===== config.mk =====
export PLATFORM = sky130hd
export DESIGN_NAME = barcode_station_ctrl
export DESIGN_NICKNAME = d
export VERILOG_FILES = /design/src/rtl/barcode_station_ctrl.sv
export SDC_FILE = /design/constraint.sdc
export NUM_CORES = 1
export LEC_CHECK = 0
export BUFFER_PORTS_ARGS = -buffer_cell sky130_fd_sc_hd__buf_2
export CAP_MARGIN = 20
export CORE_ASPECT_RATIO = 0.6
export CORE_MARGIN = 4
export CORE_UTILIZATION = 30
export CTS_CLUSTER_DIAMETER = 200
export DETAILED_ROUTE_END_ITERATION = 10
export GPL_TIMING_DRIVEN = 0
export PLACE_DENSITY_LB_ADDON = 0.25
export SYNTH_ARGS = -nofsm -noshare
export SYNTH_HDL_FRONTEND = slang
export SYNTH_SLANG_ARGS = --single-unit

===== constraint.sdc =====
create_clock -name clk -period 1.9 [get_ports clk]
set_input_delay 0.475 -clock clk [delete_from_list [all_inputs] [get_ports clk]]
set_output_delay 0.475 -clock clk [all_outputs]
set_load 0.01 [all_outputs]

===== src/rtl/barcode_station_ctrl.sv =====
// Barcode-guided station positioning controller with a RUN-state watchdog.
// Optional macro STATION_MISS_LIMIT_EN: fault after MISS_LIMIT mismatched stations.
module barcode_station_ctrl #(
    parameter int unsigned      TMO_W      = 24,
    parameter logic [TMO_W-1:0] TMO_CYC    = 24'd10_000_000,
    parameter logic [3:0]       MISS_LIMIT = 4'd8
) (
    input  logic       clk,
    input  logic       rst,
    input  logic       cmd_vld,
    input  logic [5:0] cmd_dest,
    input  logic [7:0] ID,
    input  logic       ID_vld,
    output logic       clr_ID_vld,
    output logic       go,
    output logic       arrived,
    output logic [5:0] station,
    output logic [3:0] pass_cnt,
    output logic       err,
    output logic       busy
);

    typedef enum logic [2:0] {
        S_IDLE   = 3'd0,
        S_RUN    = 3'd1,
        S_CHECK  = 3'd2,
        S_ARRIVE = 3'd3,
        S_FAULT  = 3'd4
    } state_t;

    localparam logic [TMO_W-1:0] TMO_LAST = TMO_CYC - 1'b1;

    state_t           state_q, state_d;
    logic [5:0]       dest_q, dest_d;
    logic [5:0]       station_q, station_d;
    logic [3:0]       pass_q, pass_d;
    logic [TMO_W-1:0] wd_q, wd_d;
    logic             err_q, err_d;
    logic [3:0]       pass_inc;
    logic             unused_bits;

    assign pass_inc = (pass_q == 4'hF) ? pass_q : pass_q + 4'd1;

    always_comb begin
        state_d   = state_q;
        dest_d    = dest_q;
        station_d = station_q;
        pass_d    = pass_q;
        wd_d      = wd_q;
        err_d     = err_q;
        case (state_q)
            S_IDLE, S_FAULT: begin
                if (cmd_vld) begin
                    dest_d  = cmd_dest;
                    pass_d  = 4'd0;
                    wd_d    = '0;
                    err_d   = 1'b0;
                    state_d = S_RUN;
                end
            end
            S_RUN: begin
                // A new command wins; any pending ID is evaluated next cycle against it.
                if (cmd_vld) begin
                    dest_d = cmd_dest;
                    pass_d = 4'd0;
                    wd_d   = '0;
                end else if (ID_vld) begin
                    station_d = ID[5:0];
                    wd_d      = wd_q + 1'b1;
                    state_d   = S_CHECK;
                end else if (wd_q == TMO_LAST) begin
                    err_d   = 1'b1;
                    state_d = S_FAULT;
                end else begin
                    wd_d = wd_q + 1'b1;
                end
            end
            S_CHECK: begin
                if (station_q == dest_q) begin
                    state_d = S_ARRIVE;
                end else begin
                    pass_d  = pass_inc;
                    wd_d    = '0;
`ifdef STATION_MISS_LIMIT_EN
                    if (pass_inc == MISS_LIMIT) begin
                        err_d   = 1'b1;
                        state_d = S_FAULT;
                    end else begin
                        state_d = S_RUN;
                    end
`else
                    state_d = S_RUN;
`endif
                end
            end
            S_ARRIVE: state_d = S_IDLE;
            default:  state_d = S_IDLE;
        endcase
    end

    always_ff @(posedge clk) begin
        if (rst) begin
            state_q   <= S_IDLE;
            dest_q    <= '0;
            station_q <= '0;
            pass_q    <= '0;
            wd_q      <= '0;
            err_q     <= 1'b0;
        end else begin
            state_q   <= state_d;
            dest_q    <= dest_d;
            station_q <= station_d;
            pass_q    <= pass_d;
            wd_q      <= wd_d;
            err_q     <= err_d;
        end
    end

    // Stale reads are flushed whenever the block is not tracking motion.
    assign clr_ID_vld = (state_q == S_IDLE || state_q == S_FAULT) ? ID_vld
                                                                 : (state_q == S_CHECK);
    assign go         = (state_q == S_RUN) || (state_q == S_CHECK);
    assign busy       = (state_q == S_RUN) || (state_q == S_CHECK) || (state_q == S_ARRIVE);
    assign arrived    = (state_q == S_ARRIVE);
    assign station    = station_q;
    assign pass_cnt   = pass_q;
    assign err        = err_q;

`ifdef STATION_MISS_LIMIT_EN
    assign unused_bits = ^ID[7:6];
`else
    assign unused_bits = ^{ID[7:6], MISS_LIMIT};
`endif

endmodule


==> results.env, run 1 <==
RUN_STATUS='finished, violations left'
VIOLATED_CHECKS='setup timing'
DRT.ANTENNA.VIOLATING_NETS=0
GRT_PASS1_WL_UM=13000
DIE_H_UM=77.4
FINAL-HOLD-VIOLATION-COUNT=0
CLKLATENCYLATEPIN_PS=290
LAYOUT.CELL_AREA.NON_FILLER_UM2=3400
REPORT.FINAL.SLEW_VIOL_COUNT=0
PLACED_CELL_AREA_UM2=2710
I_O_PINS=33
SYNTH-SEQ-AREA-SHARE_PCT=36.6
SYNTH_AREA_PER_CELL_UM2=8.11
ROUTE.VIAS.TOTAL=2661
POWER_PER_CELL_AREA_nW_PER_UM2=694
GP_CONGESTION=0.953
FINALSETUPTNS_PS=-1230
ASYNC_FLOP_SHARE_PCT=0
NETLIST-CELL-TYPE-COUNT=52
SYNTH.AREA.TOP_CELLS='sky130_fd_sc_hd__dfxtp_1, sky130_fd_sc_hd__a21oi_1, sky130_fd_sc_hd__nand3_1'
GLOBAL_ROUTE.USAGE.TOTAL_PCT=17.2
MOST-COMMON-LAYOUT-CELLS='sky130_fd_sc_hd__buf_2, sky130_fd_sc_hd__buf_4, sky130_fd_sc_hd__nor2_1'
TIMING.CRITICAL_PATH.FROM_TYPE='flip-flop'
WORSTSETUPENDPOINTTYPE='flip-flop'
IR_DROP_uV=341
WORSTSETUPPATHTYPE='reg -> reg'
CTS_MAX_LEVEL=2
SYNTHXORXNORAREAFRAC_PCT=4.00
MIN_PATH_TYPE='in -> reg'
R2R-START='wd_q[17]'
SYNTH_EDF_COUNT=0
CLOCK_TREE_FROM_TRITONCTS='yes'
WORST_CASE_REG_TO_REG_PATH_DEPTH=7
CTS_NUM_SINKS=44
FLOW.AREA_GROWTH_FROM_SYNTHESIS_PCT=41.3
POWER.LEAKAGE_uW=0.00127
FINAL.SETUP_SKEW_PS=7.77
SYNTH_AREA_UM2=2410
SYNTH_SIMPLE_GATE_AREA_SHARE_PCT=29.1
CP_SLOWEST_STAGE_DELAY_PS=520
ACHIEVABLE-FREQUENCY_MHz=491
SLEW_HEADROOM_PCT=54.8
PLACE_WORST_SETUP_SLACK_PS=-721
CELL_WITH_THE_LARGEST_STAGE_DELAY_ON_THE_WORST_PATH='sky130_fd_sc_hd__nor4b_2'
FINAL_COMMON_CELL='sky130_fd_sc_hd__buf_2'
YS_FF_LATCH=44
POST-ROUTE-UTIL_PCT=45.1
AVGVIACOUNTPERCELL=5.71
FINAL_LAYOUT_SIZE_SUFFIX_GT1_SHARE_PCT=39.2
SYNTHESIS.INSTANCES=297
ADDER_CELL_SHARE_OF_THE_SYNTHESIZED_AREA_PCT=1.04
SYNTH_WARNINGS=0
SYNTH_COMPOUND_AREA_SHARE_PCT=21.0
HOLD_BUFFERS=0
CRITPATHREQUIREDTIME_PS=2100
YOSYS.AREA.TOP_TYPE='sky130_fd_sc_hd__dfxtp_1'
FINALCRITPERIODSHARE_PCT=107
WORST-PATH-BUF-INV=2
HOLD_START='cmd_dest[3]'
HOLD_SLACK_PS=423
ANTENNA_CELLS=0
CLOCKROOTBUFFER='sky130_fd_sc_hd__clkbuf_16'
CORE-AREA_UM2=7540
WORST_SETUP_HOLD_PATH_CLK_SLEW_PS=70
REGTOREGENDPOINT='wd_q[5]'
NUMCTSBUFFERS=5
SETUP_REPAIR_AFTER_GLOBAL_ROUTING_MISSED_ITS_MARGIN='yes'
CRITICAL_PATH.CELL_CHAIN='nor4b_2 -> nand4_1 -> nor2_2 -> buf_6 -> buf_8 -> o311ai_0 -> o31ai_1'
CP_MAX_FO=6
CAP_VIOL_MAX_COUNT=0
PATH_DELAY_FAMILY='simple AND/OR/NAND/NOR gates'
TIGHTESTPINTRANSITION_PS=678
DETAILEDPLACEMENTHPWL_UM=5660
DETAILEDROUTE.FIRSTPASSITERATIONCOUNT=7
IO_BUFFERS=30
HOLD-PATH-ENDPOINT='dest_q[3]'
WORST_EP_ARRIVAL_TIME_PS=2230
MUXSHAREOFSYNTHAREA_PCT=2.91
MAX-CLOCK-PATH-BUFFERS=2
FLOORPLAN.INITIALDENSITY_PCT=31.9
DIEAREA_UM2=9570
FILLERINSTANCES=735
DRT-WIRELENGTH-PER-CELL_UM=18.8
GRT_MAX_DEGREE=14
COMMONEST_REGISTER_CELL_AFTER_SYNTHESIS='sky130_fd_sc_hd__dfxtp_1'
FINAL-SEQ-AREA_UM2=925
FIRST_ITER_VIOLATIONS=275
SYNTH.NET_COUNT=317
DRT_DRC=0
RRSETUPSLACK_PS=-130
FINAL-SETUP-VIOL-COUNT=15
TOTALWIRELENGTH_UM=8770
VIA_COUNT_OF_THE_FIRST_GLOBAL_ROUTING_PASS=2449
SYNTH_TOP_FAMILY_BY_AREA='simple AND/OR/NAND/NOR gates'
YOSYS.AREA.TOP_TYPE_SHARE_PCT=36.6
DIEWIDTH_UM=124
GRT_OVERFLOW_TOTAL=0
MIN_PERIOD_PS=2030
CORE.ROWCOUNT=24
MULTI_INPUT_AREA_UM2=1630
LAYOUT_SETUP_WS_PS=-135
NUM-NETS-FINAL=381
ANTENNA_VIOLATIONS_BEFORE_REPAIR=0
MIN_PATH_CELLS=3
[power breakdown]
group | internal [uW] | total (uW) | switching [uW]
clock | 520 | 906 | 387
sequential | 939 | 966 | 27.2
combinational | 208 | 489 | 281
total | 1670 | 2360 | 695
[area by class of cell]
type	instances	share of cell area, %
Multi-Input combinational cell	226	47.9
Sequential cell	44	27.2
Timing Repair Buffer	57	11.5
Buffer	19	4.30
Clock buffer	6	4.08
Tap cell	104	3.83
Inverter	8	0.883
Clock inverter	2	0.294
[tightest hold or removal path, delay by kind of cell]
kind          cells  cell delay, ps
buf+inv           1              70
mux               1              50
simple gates      1              70
[cells in the mapped netlist, drive strengths merged (7+ instances only)]
master / instances
a21oi: 25
nor3: 7
o21ai: 9
nand3: 23
nand4: 10
or4: 7
nand2: 25
clkbuf: 11
dfxtp: 44
nor2: 29
xnor2: 7
o31ai: 14
inv: 8
mux2i: 7
buf: 8
[kinds of logic after synthesis]
logic type,Yosys count
AOI/OAI and AO/OA,76
xor gates and xnor gates,11
adders and majority gates,2
buffers and inverters,27
DFF,44
muxes,7
and+or+nand+nor,130
[stage by stage]
stage / instances / power [uW]
2_1_floorplan: 297 / 1210
3_3_place_gp: 431 / 1330
3_5_place_dp: 431 / 1330
4_1_cts: 451 / 2280
5_1_grt: 466 / 2440
6_report: 466 / 2360
[sequential cells by signal, indices dropped and copies added (netlist names)]
signal and cells:
state_q 3, err 1, pass_cnt 4, wd_q 24, dest_q 6, station 6
[layer usage]
| layer | track usage, % | vias to the layer above | wire, um |
|---|---|---|---|
| met5 | 0 | - | 0 |
| met4 | 3.31 | 0 | 85 |
| met3 | 5.67 | 11 | 840 |
| met2 | 22.0 | 134 | 3410 |
| met1 | 27.4 | 1271 | 4430 |
| li1 | - | 1245 | - |
[worst max path at each step]
stage / depth (start not counted) / startpoint / end / slack (ps)
final: 7 / wd_q[17] / wd_q[5] / -130
after global placement: 9 / cmd_vld / wd_q[5] / -700
after CTS: 6 / wd_q[7] / wd_q[19] / -50
after global routing: 7 / wd_q[17] / wd_q[5] / -260
after detailed placement: 9 / cmd_vld / wd_q[6] / -720
after floorplan: 6 / wd_q[7] / wd_q[19] / -50
[what timing repair did]
item,4_1_cts,5_1_grt
resized for setup,53,38
pin swaps,14,15
setup endpoints to repair,37,32
setup buffers,12,12
hold endpoints to repair,0,0
gates cloned,0,3
No activity file was read; power rests on OpenSTA's default activity.
==> run 2: changes to the inputs <==
--- a/config.mk
+++ b/config.mk
@@ -10,3 +10,3 @@
 export CORE_ASPECT_RATIO = 0.6
-export CORE_MARGIN = 4
+export CORE_MARGIN = 3
 export CORE_UTILIZATION = 30
@@ -16,2 +16,3 @@
 export PLACE_DENSITY_LB_ADDON = 0.25
+export SETUP_SLACK_MARGIN = 0.3
 export SYNTH_ARGS = -nofsm -noshare
--- a/constraint.sdc
+++ b/constraint.sdc
@@ -3,2 +3,2 @@
 set_output_delay 0.475 -clock clk [all_outputs]
-set_load 0.01 [all_outputs]
+set_load 0.005 [all_outputs]
==> run 2 against run 1 <==
Against the previous run: the run still ends with setup timing left; flip-flop and latch count is the same; sequential share of layout area shrank 4.9 points; sequential power grew 0.8%; first-iteration DRC count grew 12%; cell count grew 8.8%; maximum frequency grew 2.5%; global-route usage grew 1.5 points; clock skew shrank 5.0 ps; die area shrank 4.2%; design area grew 23%; clock-buffer cell count grew 2; power grew 10%; largest power group unchanged; highest routed layer unchanged.
==> results.env, run 2 (same netlist as run 1, synthesis figures left out) <==
FINAL_LAYOUT_SIZE_SUFFIX_GT1_SHARE_PCT=55.3  # was 39.2%
WORSTSETUPPATHTYPE='reg -> reg'  # unchanged
HOLD_BUFFERS=0  # unchanged
MAX-CLOCK-PATH-BUFFERS=2  # unchanged
POWER_FRAC_SEQ_PCT=37.5  # was 40.9%
FINAL-SETUP-VIOL-COUNT=11  # was 15
REPORT.FINAL.SLEW_VIOL_COUNT=0  # unchanged
FINAL.SETUP_SKEW_PS=2.81  # was 7.77 ps
FINALCRITPERIODSHARE_PCT=105  # was 107%
FLIP_FLOP_COUNT_OF_THE_LARGEST_REGISTER_ALL_COPIES_AND_WORDS_ADDED=24  # unchanged
WORST_CASE_REG_TO_REG_PATH_DEPTH=6  # was 7
IO_BUFFERS=30  # unchanged
ANTENNA_CELLS=0  # unchanged
GP_CONGESTION=0.868  # was 0.953
WORSTSETUPENDPOINTTYPE='flip-flop'  # unchanged
TIGHTESTPINTRANSITION_PS=727  # was 678 ps
POWER.LEAKAGE_uW=0.00157  # was 0.00127 uW
DIEWIDTH_UM=122  # was 124 um
FINALSETUPTNS_PS=-433  # was -1230 ps
CLOCKROOTBUFFER='sky130_fd_sc_hd__clkbuf_16'  # unchanged
DIEAREA_UM2=9170  # was 9570 um2
SLEW_HEADROOM_PCT=51.6  # was 54.8%
ANTENNA_VIOLATIONS_BEFORE_REPAIR=0  # unchanged
FIRST_ITER_VIOLATIONS=307  # was 275
I_O_PINS=33  # unchanged
WORST_SETUP_HOLD_PATH_CLK_SLEW_PS=60  # was 70 ps
PLACE_WORST_SETUP_SLACK_PS=-393  # was -721 ps
DRT_DRC=0  # unchanged
RUN_STATUS='finished, violations left'  # unchanged
MOST-COMMON-LAYOUT-CELLS='sky130_fd_sc_hd__buf_4, sky130_fd_sc_hd__buf_2, sky130_fd_sc_hd__nor2_1'  # was sky130_fd_sc_hd__buf_2, sky130_fd_sc_hd__buf_4, sky130_fd_sc_hd__nor2_1
PROPORTION_OF_POWER_DRAWN_BY_COMBINATIONAL_GATES_PCT=26.9  # was 20.7%
TIMING.CRITICAL_PATH.FROM_TYPE='flip-flop'  # unchanged
FLOW.AREA_GROWTH_FROM_SYNTHESIS_PCT=73.8  # was 41.3%
CP_MAX_FO=6  # unchanged
CLOCK_TREE_FROM_TRITONCTS='yes'  # unchanged
TOTALWIRELENGTH_UM=9370  # was 8770 um
SETUP_REPAIR_AFTER_GLOBAL_ROUTING_MISSED_ITS_MARGIN='yes'  # unchanged
HOLD_START='cmd_dest[1]'  # was cmd_dest[3]
CTS_MAX_LEVEL=2  # unchanged
CLKPWRFRAC_PCT=35.7  # was 38.4%
GRT_OVERFLOW_TOTAL=0  # unchanged
IR_DROP_uV=301  # was 341 uV
REGISTERS.TOP_BY_FF_COUNT='wd_q'  # unchanged
CAP_VIOL_MAX_COUNT=0  # unchanged
ROUTE.VIAS.TOTAL=2860  # was 2661
DETAILEDPLACEMENTHPWL_UM=5460  # was 5660 um
POWER_REPORT.INTERNAL_TOTAL_uW=1850  # was 1670 uW
CORE-AREA_UM2=7510  # was 7540 um2
NUM-NETS-FINAL=422  # was 381
MIN_PATH_TYPE='in -> reg'  # unchanged
POWER_SWITCHING_uW=751  # was 695 uW
FLOORPLAN.INITIALDENSITY_PCT=32.1  # was 31.9%
NUMCTSBUFFERS=5  # unchanged
GRT_PASS1_WL_UM=13400  # was 13000 um
MIN_PERIOD_PS=1990  # was 2030 ps
DETAILEDROUTE.FIRSTPASSITERATIONCOUNT=5  # was 7
FINAL_COMMON_CELL='sky130_fd_sc_hd__buf_4'  # was sky130_fd_sc_hd__buf_2
VIOLATED_CHECKS='setup timing'  # unchanged
R2R-START='wd_q[0]'  # was wd_q[17]
MIN_PATH_CELLS=3  # unchanged
NET_SW_SHARE_PCT=28.9  # was 29.4%
DIE_H_UM=75.4  # was 77.4 um
GLOBAL_ROUTE.USAGE.TOTAL_PCT=18.8  # was 17.2%
ACHIEVABLE-FREQUENCY_MHz=504  # was 491 MHz
FINAL-HOLD-VIOLATION-COUNT=0  # unchanged
AVGVIACOUNTPERCELL=5.64  # was 5.71
POWER_PER_CELL_AREA_nW_PER_UM2=622  # was 694 nW/um2
VIA_COUNT_OF_THE_FIRST_GLOBAL_ROUTING_PASS=2442  # was 2449
DRT-WIRELENGTH-PER-CELL_UM=18.5  # was 18.8 um
CLKLATENCYLATEPIN_PS=290  # about the same
FILLERINSTANCES=637  # was 735
CRITPATHREQUIREDTIME_PS=2070  # was 2100 ps
LAYOUT_SETUP_WS_PS=-85.7  # was -135 ps
CTS_NUM_SINKS=44  # unchanged
DRT.ANTENNA.VIOLATING_NETS=0  # unchanged
CP-STARTPOINT='wd_q[0]'  # was wd_q[17]
CORE.ROWCOUNT=24  # unchanged
WORST_EP_ARRIVAL_TIME_PS=2160  # was 2230 ps
GRT_MAX_DEGREE=14  # unchanged
[run 2: changes by cell type in the layout (fill, tap and decap cells not counted), sizes merged]
| cell | before | now |
|---|---|---|
| buf | 65 | 108 |
| clkinv | 2 | 0 |
[run 2: power groups by stage]
stage	clock network [uW]	logic (uW)	registers, uW
finish	928	699	974
floorplan	0	255	986
global route	982	734	977
detailed placement	0	375	990
CTS	936	504	969
global placement	0	372	989
[run 2: area by class of cell]
class                   count  area, um2  share of cell area, %
flip-flops and latches     44        933                   22.3
well taps                 104        130                   3.11
inverters                   8       37.5                  0.897
repair buffers             98        797                   19.0
multi-input cells         226       1890                   45.2
clock buffers               8        156                   3.74
plain buffers              19        240                   5.74
[run 2: final timing paths]
check / to / slack [ps]
hold / removal: dest_q[1] / 410
setup / recovery: wd_q[22] / -90
hold reg to reg: station[2] / 490
setup reg to reg: wd_q[22] / -90
[run 2: stage by stage]
step,area (um2),std cells,hold slack (ps),power (uW),util [%]
final,4180,507,414,2600,55.7
after global routing,4180,507,421,2690,55.7
after CTS,3620,481,416,2410,48.2
after detailed placement,2840,431,484,1360,37.8
after global placement,2840,431,472,1360,37.8
after floorplan,2560,297,448,1240,-
[run 2: metal layers]
metal / track usage [%] / share of wire (%)
met3: 5.27 / 9.3
met5: 0 / 0
met4: 3.23 / 0.51
met1: 29.2 / 48
met2: 25.6 / 42
[run 2: critical path: stages, from the launching register on]
cell                      delay [ps]
sky130_fd_sc_hd__dfxtp_4         400
sky130_fd_sc_hd__ha_4            160
sky130_fd_sc_hd__nand3_1         220
sky130_fd_sc_hd__nor4_1          570
sky130_fd_sc_hd__nand4_1         210
sky130_fd_sc_hd__a32oi_1         240
sky130_fd_sc_hd__o31ai_1          90
[run 2: repair_timing]
action                     in CTS  in global routing
gates resized for setup        90                 80
gates cloned                    2                  3
pin swaps                      32                 32
setup buffers                  40                 23
setup endpoints to repair      38                 48
